[config.mk]
export PLATFORM = sky130hd
export DESIGN_NAME = store_buffer_flat
export DESIGN_NICKNAME = d
export VERILOG_FILES = /design/src/rtl/store_buffer_if.sv /design/src/rtl/store_buffer.sv /design/src/flat_wrapper.sv
export SDC_FILE = /design/constraint.sdc
export NUM_CORES = 1
export LEC_CHECK = 0
export BUFFER_PORTS_ARGS = -buffer_cell sky130_fd_sc_hd__buf_4
export CORE_MARGIN = 2
export CORE_UTILIZATION = 47
export CTS_BUF_LIST = sky130_fd_sc_hd__clkbuf_8
export CTS_CLUSTER_SIZE = 14
export DETAILED_ROUTE_END_ITERATION = 7
export GPL_TIMING_DRIVEN = 0
export PLACE_DENSITY = 0.66
export SYNTH_ARGS = -nofsm -noshare
export SYNTH_HDL_FRONTEND = slang
export SYNTH_SLANG_ARGS = --single-unit
[constraint.sdc]
create_clock -name clk -period 6.6 [get_ports clk]
set_input_delay 0.66 -clock clk [delete_from_list [all_inputs] [get_ports clk]]
set_output_delay 0.66 -clock clk [all_outputs]
set_load 0.005 [all_outputs]
[src/rtl/store_buffer_if.sv]
// Store buffer bus: CPU store/load-lookup side plus the data-memory write port.
// master drives the stores and memory handshake; slave is the buffer itself.
interface store_buffer_if #(
  parameter int ADDRESS_WIDTH = 32,
  parameter int DATA_WIDTH    = 32,
  parameter int DEPTH         = 4
);
  localparam int CW = $clog2(DEPTH) + 1;

  logic                     we;
  logic [1:0]               st_en;
  logic [ADDRESS_WIDTH-1:0] alu_result;
  logic [DATA_WIDTH-1:0]    wd;
  logic [ADDRESS_WIDTH-1:0] ld_addr;
  logic                     mem_ready;
  logic                     stall;
  logic                     misalign;
  logic                     mem_we;
  logic [ADDRESS_WIDTH-1:0] mem_a;
  logic [DATA_WIDTH-1:0]    mem_wd;
  logic [3:0]               mem_be;
  logic                     fwd_hit;
  logic [DATA_WIDTH-1:0]    fwd_data;
  logic [3:0]               fwd_be;
  logic                     empty;
  logic [CW-1:0]            count;

  modport master (
    output we, st_en, alu_result, wd, ld_addr, mem_ready,
    input  stall, misalign, mem_we, mem_a, mem_wd, mem_be,
           fwd_hit, fwd_data, fwd_be, empty, count
  );

  modport slave (
    input  we, st_en, alu_result, wd, ld_addr, mem_ready,
    output stall, misalign, mem_we, mem_a, mem_wd, mem_be,
           fwd_hit, fwd_data, fwd_be, empty, count
  );
endinterface

[src/rtl/store_buffer.sv]
// Circular store buffer between CPU and data memory: lane-aligns stores,
// drains them in order, and forwards buffered bytes to younger loads.
module store_buffer #(
  parameter int ADDRESS_WIDTH = 32,
  parameter int DATA_WIDTH    = 32,
  parameter int DEPTH         = 4
) (
  input logic           clk,
  input logic           rst,
  store_buffer_if.slave bus
);
  localparam int PW = $clog2(DEPTH);
  localparam int CW = PW + 1;
  localparam int WW = ADDRESS_WIDTH - 2;

  typedef enum logic [1:0] {
    SZ_BYTE = 2'd0,
    SZ_HALF = 2'd1,
    SZ_WORD = 2'd2,
    SZ_RSVD = 2'd3
  } size_e;

  logic [WW-1:0]         ent_wa   [DEPTH];
  logic [3:0]            ent_be   [DEPTH];
  logic [DATA_WIDTH-1:0] ent_data [DEPTH];
  logic [DEPTH-1:0]      ent_valid;

  logic [PW-1:0] head, tail;
  logic [CW-1:0] count;

  size_e                 size;
  logic [1:0]            off;
  logic                  illegal;
  logic [3:0]            new_be;
  logic [DATA_WIDTH-1:0] new_data;
  logic                  full, pop, legal, push;

  logic unused_ld_lo;
  assign unused_ld_lo = ^bus.ld_addr[1:0];

  always_comb begin
    size     = size_e'(bus.st_en);
    off      = bus.alu_result[1:0];
    illegal  = 1'b0;
    new_be   = '0;
    new_data = '0;
    case (size)
      SZ_BYTE: begin
        new_be   = 4'b0001 << off;
        new_data = {{(DATA_WIDTH-8){1'b0}}, bus.wd[7:0]} << {off, 3'b000};
      end
      SZ_HALF: begin
        illegal  = off[0];
        new_be   = 4'b0011 << off;
        new_data = {{(DATA_WIDTH-16){1'b0}}, bus.wd[15:0]} << {off, 3'b000};
      end
      SZ_WORD: begin
        illegal  = (off != 2'b00);
        new_be   = 4'b1111;
        new_data = bus.wd;
      end
      default: illegal = 1'b1;
    endcase
  end

  assign full  = (count == CW'(DEPTH));
  assign pop   = bus.mem_we & bus.mem_ready;
  assign legal = bus.we & ~illegal;
  assign push  = legal & (~full | pop);

  assign bus.misalign = bus.we & illegal;
  assign bus.stall    = legal & full & ~pop;
  assign bus.empty    = (count == '0);
  assign bus.count    = count;
  assign bus.mem_we   = ~bus.empty;
  assign bus.mem_a    = {ent_wa[head], 2'b00};
  assign bus.mem_wd   = ent_data[head];
  assign bus.mem_be   = ent_be[head];

  // Pop is applied before push so a full-buffer push/pop (tail==head)
  // leaves the slot valid with the new entry.
  always_ff @(posedge clk) begin
    if (!rst) begin
      head      <= '0;
      tail      <= '0;
      count     <= '0;
      ent_valid <= '0;
    end else begin
      if (pop) begin
        ent_valid[head] <= 1'b0;
        head            <= head + 1'b1;
      end
      if (push) begin
        ent_valid[tail] <= 1'b1;
        tail            <= tail + 1'b1;
      end
      case ({push, pop})
        2'b10:   count <= count + 1'b1;
        2'b01:   count <= count - 1'b1;
        default: count <= count;
      endcase
    end
  end

  always_ff @(posedge clk) begin
    if (push) begin
      ent_wa[tail]   <= bus.alu_result[ADDRESS_WIDTH-1:2];
      ent_be[tail]   <= new_be;
      ent_data[tail] <= new_data;
    end
  end

  // Scan oldest to youngest so the youngest matching entry owns each lane.
  always_comb begin
    logic [PW-1:0] idx;
    idx          = '0;
    bus.fwd_be   = '0;
    bus.fwd_data = '0;
    for (int unsigned i = 0; i < DEPTH; i++) begin
      idx = head + PW'(i);
      if (ent_valid[idx] && (ent_wa[idx] == bus.ld_addr[ADDRESS_WIDTH-1:2])) begin
        for (int unsigned l = 0; l < 4; l++) begin
          if (ent_be[idx][l]) begin
            bus.fwd_be[l]           = 1'b1;
            bus.fwd_data[8*l +: 8]  = ent_data[idx][8*l +: 8];
          end
        end
      end
    end
  end

  assign bus.fwd_hit = |bus.fwd_be;

endmodule
[src/flat_wrapper.sv]
// flat-port wrapper written by rule: the top's interface ports become plain ports
module store_buffer_flat 
#(
  parameter int ADDRESS_WIDTH = 32,
  parameter int DATA_WIDTH    = 32,
  parameter int DEPTH         = 4
)
  (clk, rst, bus_we, bus_st_en, bus_alu_result, bus_wd, bus_ld_addr, bus_mem_ready, bus_stall, bus_misalign, bus_mem_we, bus_mem_a, bus_mem_wd, bus_mem_be, bus_fwd_hit, bus_fwd_data, bus_fwd_be, bus_empty, bus_count);
  store_buffer_if #(.ADDRESS_WIDTH(ADDRESS_WIDTH), .DATA_WIDTH(DATA_WIDTH), .DEPTH(DEPTH)) bus_i ();
  input logic clk;
  input logic rst;
  input wire logic [$bits(bus_i.we)-1:0] bus_we;
  input wire logic [$bits(bus_i.st_en)-1:0] bus_st_en;
  input wire logic [$bits(bus_i.alu_result)-1:0] bus_alu_result;
  input wire logic [$bits(bus_i.wd)-1:0] bus_wd;
  input wire logic [$bits(bus_i.ld_addr)-1:0] bus_ld_addr;
  input wire logic [$bits(bus_i.mem_ready)-1:0] bus_mem_ready;
  output wire logic [$bits(bus_i.stall)-1:0] bus_stall;
  output wire logic [$bits(bus_i.misalign)-1:0] bus_misalign;
  output wire logic [$bits(bus_i.mem_we)-1:0] bus_mem_we;
  output wire logic [$bits(bus_i.mem_a)-1:0] bus_mem_a;
  output wire logic [$bits(bus_i.mem_wd)-1:0] bus_mem_wd;
  output wire logic [$bits(bus_i.mem_be)-1:0] bus_mem_be;
  output wire logic [$bits(bus_i.fwd_hit)-1:0] bus_fwd_hit;
  output wire logic [$bits(bus_i.fwd_data)-1:0] bus_fwd_data;
  output wire logic [$bits(bus_i.fwd_be)-1:0] bus_fwd_be;
  output wire logic [$bits(bus_i.empty)-1:0] bus_empty;
  output wire logic [$bits(bus_i.count)-1:0] bus_count;
  assign bus_i.we = bus_we;
  assign bus_i.st_en = bus_st_en;
  assign bus_i.alu_result = bus_alu_result;
  assign bus_i.wd = bus_wd;
  assign bus_i.ld_addr = bus_ld_addr;
  assign bus_i.mem_ready = bus_mem_ready;
  assign bus_stall = bus_i.stall;
  assign bus_misalign = bus_i.misalign;
  assign bus_mem_we = bus_i.mem_we;
  assign bus_mem_a = bus_i.mem_a;
  assign bus_mem_wd = bus_i.mem_wd;
  assign bus_mem_be = bus_i.mem_be;
  assign bus_fwd_hit = bus_i.fwd_hit;
  assign bus_fwd_data = bus_i.fwd_data;
  assign bus_fwd_be = bus_i.fwd_be;
  assign bus_empty = bus_i.empty;
  assign bus_count = bus_i.count;
  store_buffer #(.ADDRESS_WIDTH(ADDRESS_WIDTH), .DATA_WIDTH(DATA_WIDTH), .DEPTH(DEPTH)) u_core (.clk(clk), .rst(rst), .bus(bus_i));
endmodule
==> run metrics <==
max-slew violation count=0; fmax=around 150 MHz; CTS HTree Levels=2; Synth Cell Area=about 19000 um2; number of global-route vias before repair=14946; Setup violations, final=0; first-pass GRT wire length=101 mm; Setup Crit Path Kind=reg2out; post-detail-place hpwl=approximately 52 mm; # Max-Cap Violations=0; hold depth=1; Post-Synth XOR/XNOR Area=4.49%; top cell type's share of synthesized area=41.9%; Slew headroom=between 30% and 40%; DRC Markers=0; fin util=56.2%; simple-gate portion of the synthesized area=between 8 and 9%; all-layer global routing usage=approximately a third; Sum Neg Setup Slack=0 ns; Post-synth EDFFs=about 260; R2R depth=14; Final Cycle Share=a little over nine tenths; number of I/O pins=around 210; largest net degree at the start of global routing=53; initial antenna violation count=2; die height=about 200 um; Peak VDD IR=slightly above 0.2 mV; WP data arrival=a little under 6 ns; asr flop ratio synth=0%; Mapped Cells=between 1500 and 2000; DR iter-0 viols=2164; hold path endpoint=u_core.ent_wa[1][1]$_DFFE_PP_; CTS Sinks=between 200 and 300; FF-to-FF End=u_core.head[1]$_SDFFE_PN0P_; final net count=about 1900; total CTS buffers=a little under 50; latest clock arrival within the worst-skew pair=just under 0.7 ns; CP Launch Type=flop; die footprint=approximately 42000 um2; Core Region=~40000 um2; Pwr Total=6.66 mW; Data required, critical path=between 5 and 6 ns; pwr dens=298 nW/um2; sequential element share of the synthesized area=43.2%; Max clock buf depth=3; unrepaired setup endpoints after global routing=yes; reg-to-reg setup timing slack=between 2 and 2.5 ns; CP Capture Type=output port; register bit total from synthesis=277; wire per inst=approximately 30 um; LEAKAGE=around 7.4 nW; clock-pin slew on the worst setup and hold paths=about 0.06 ns; Area contributors post-synth=edfxtp_1 42%, mux4_2 15%, mux2i_1 8.3%, xnor2_1 3.1%, mux2_2 2.6%; run status=complete, no violations; total congestion overflow=0; final hold vios=0; largest family of logic cells by synthesized area=multiplexers; Compound-Gate Fraction of Synth Area=between 10% and 20%; Synth Area in Adders=0.634%; die width=just over 200 um; Setup Skew=0.0425 ns; syn avg cell area=~12 um2; routed wire length=70.9 mm; area leader, netlist=edfxtp_1; Netlist cell types=84; minimum clock period=~6.5 ns; vias=15626; worst setup margin=0.0960 ns; Port Buffers=around 190; Tightest Pin Transition=1.01 ns; vias per cell=between 6 and 7; Synth warnings=0; 1st-pass router iterations=6; Final ANT Viol Nets=0; CP Max Fanout=10; proportion of synthesized area in mux cells=about a quarter; share of post-route cells with drive strength above 1=between 20% and 30%; Root Buffer=clkbuf_8; Hold Path Class=in2reg; HP Start=bus_alu_result[3]; Final Wtd Congestion=between 1 and 1.5; Area growth syn-to-layout=18.0%; CTS tree=yes; worst flop-to-flop path startpoint=u_core.head[1]$_SDFFE_PN0P_; Initial Util=between 40% and 50%; pre-CTS setup slack=-0.162 ns; Top FF cell, synth=edfxtp_1; Rows=between 70 and 80
==> repair_timing <==
item,4_1_cts,5_1_grt
setup buffers,0,8
endpoints found under the hold margin,0,0
hold buffers,0,0
setup endpoints to repair,35,26
pin swaps,2,3
gates resized for setup,13,7
==> worst max-delay path by stage <==
stage / from / cells after the start / end / slack (ns)
floorplan: u_core.head[0]$_SDFFE_PN0P_ / 16 / bus_fwd_data[16] / 1.95
global placement: u_core.head[1]$_SDFFE_PN0P_ / 14 / bus_fwd_data[29] / -0.16
detailed placement: u_core.head[1]$_SDFFE_PN0P_ / 14 / bus_fwd_data[25] / -0.16
CTS: u_core.head[1]$_SDFFE_PN0P_ / 14 / bus_fwd_data[10] / 0.09
global route: flop / 11 / bus_fwd_data[10] / -0.001
finish: flop / 11 / bus_fwd_data[10] / 0.1
==> cell usage in the layout, fill, tap and decap left out, types with 29 or more instances in the layout <==
master    Yosys  routed
mux4_2      123     123
clkbuf_1     62      55
clkbuf_8      0      49
mux2i_1     157     157
xor2_1       29      29
o22ai_1      34      34
o21ai_0      85      85
xnor2_1      68      68
mux2_2       43      43
inv_1        34      41
edfxtp_1    264     264
buf_4        10     207
nor2_1       77      77
nand2_1     114     114
a21oi_1      44      43
==> sequential cells by signal (all words and copies together), names as in the netlist, named ones only <==
register,flops
u_core.bus.count,3
u_core.ent_be,16
u_core.ent_data,128
u_core.ent_valid,4
u_core.ent_wa,120
u_core.head,2
u_core.tail,2
==> cells by family after synthesis <==
logic type	after synthesis
simple gates	333
mux	327
compound gates	325
flops	277
buf+inv	171
xor+xnor	97
fa+ha+maj	9
other cells	1
==> synth_stat cells, drive strengths merged (2+ instances only) <==
library cell and instances:
o221ai 4, clkbuf 64, dfxtp 13, mux2 43
xor2 29, a22o 7, inv 34, and3 5
o22ai 34, or3 5, a221oi 21, buf 72
a222oi 18, nor3b 3, a31o 2, mux2i 160
nand3 15, a31oi 2, a311oi 2, a21oi 44
and3b 2, a2111oi 23, mux4 124, nor4 7
o21ai 86, xnor2 68, or2 3, a22oi 18
nand4 28, nor2b 23, o2bb2ai 5, a2bb2oi 5
ha 8, nand2b 10, nor2 77, a211oi 27
and2 14, o2111ai 6, nand2 114, and4 5
edfxtp 264, nor3 15, o211ai 9, or4 6
==> through the flow <==
step                cells  cell area [um2]  hold slack (ns)
floorplan            1541            18900            0.510
finish               2358            22300            0.179
detailed placement   2258            21100            0.565
global route         2357            22300            0.153
CTS                  2349            22300            0.143
global placement     2254            21000            0.559
==> per-layer routing <==
layer  vias up  GRT usage, %  part of all wire [%]  wire, um
met4         2          8.83                   2.5      1750
li1       6632             -                     -         -
met5         -             0                 0.018        13
met2      1040          49.8                    44     31400
met3       128          9.88                    12      8590
met1      7824          47.8                    41     29100
==> critical path: stages, from the launching register on <==
cell and delay (ns):
dfxtp_1 0.55, clkbuf_1 0.65, buf_2 0.38, mux4_2 0.40, xnor2_1 0.33, nor4_1 0.71, buf_2 0.39, nand3_1 0.19
a311oi_4 0.68, nand2_1 0.11, a222oi_1 0.57, buf_4 0.21
==> cell type report <==
type | instances | area [um2]
clock inverter | 43 | 422
timing repair buffer | 200 | 1580
antenna | 1 | 2.50
buffer | 135 | 776
fill | 3363 | 17400
tap | 525 | 657
multi-input combinational | 1093 | 9910
inverter | 35 | 133
sequential | 277 | 8190
clock buffer | 49 | 674
==> where the power goes <==
group          internal [mW]  total [mW]  leakage [nW]  switching (mW)
Clock                   1.03        1.83         0.593           0.801
Sequential              2.01        2.07          2.53          0.0607
Combinational           1.15        2.77          4.30            1.62
(Power assumes the default switching activity.)
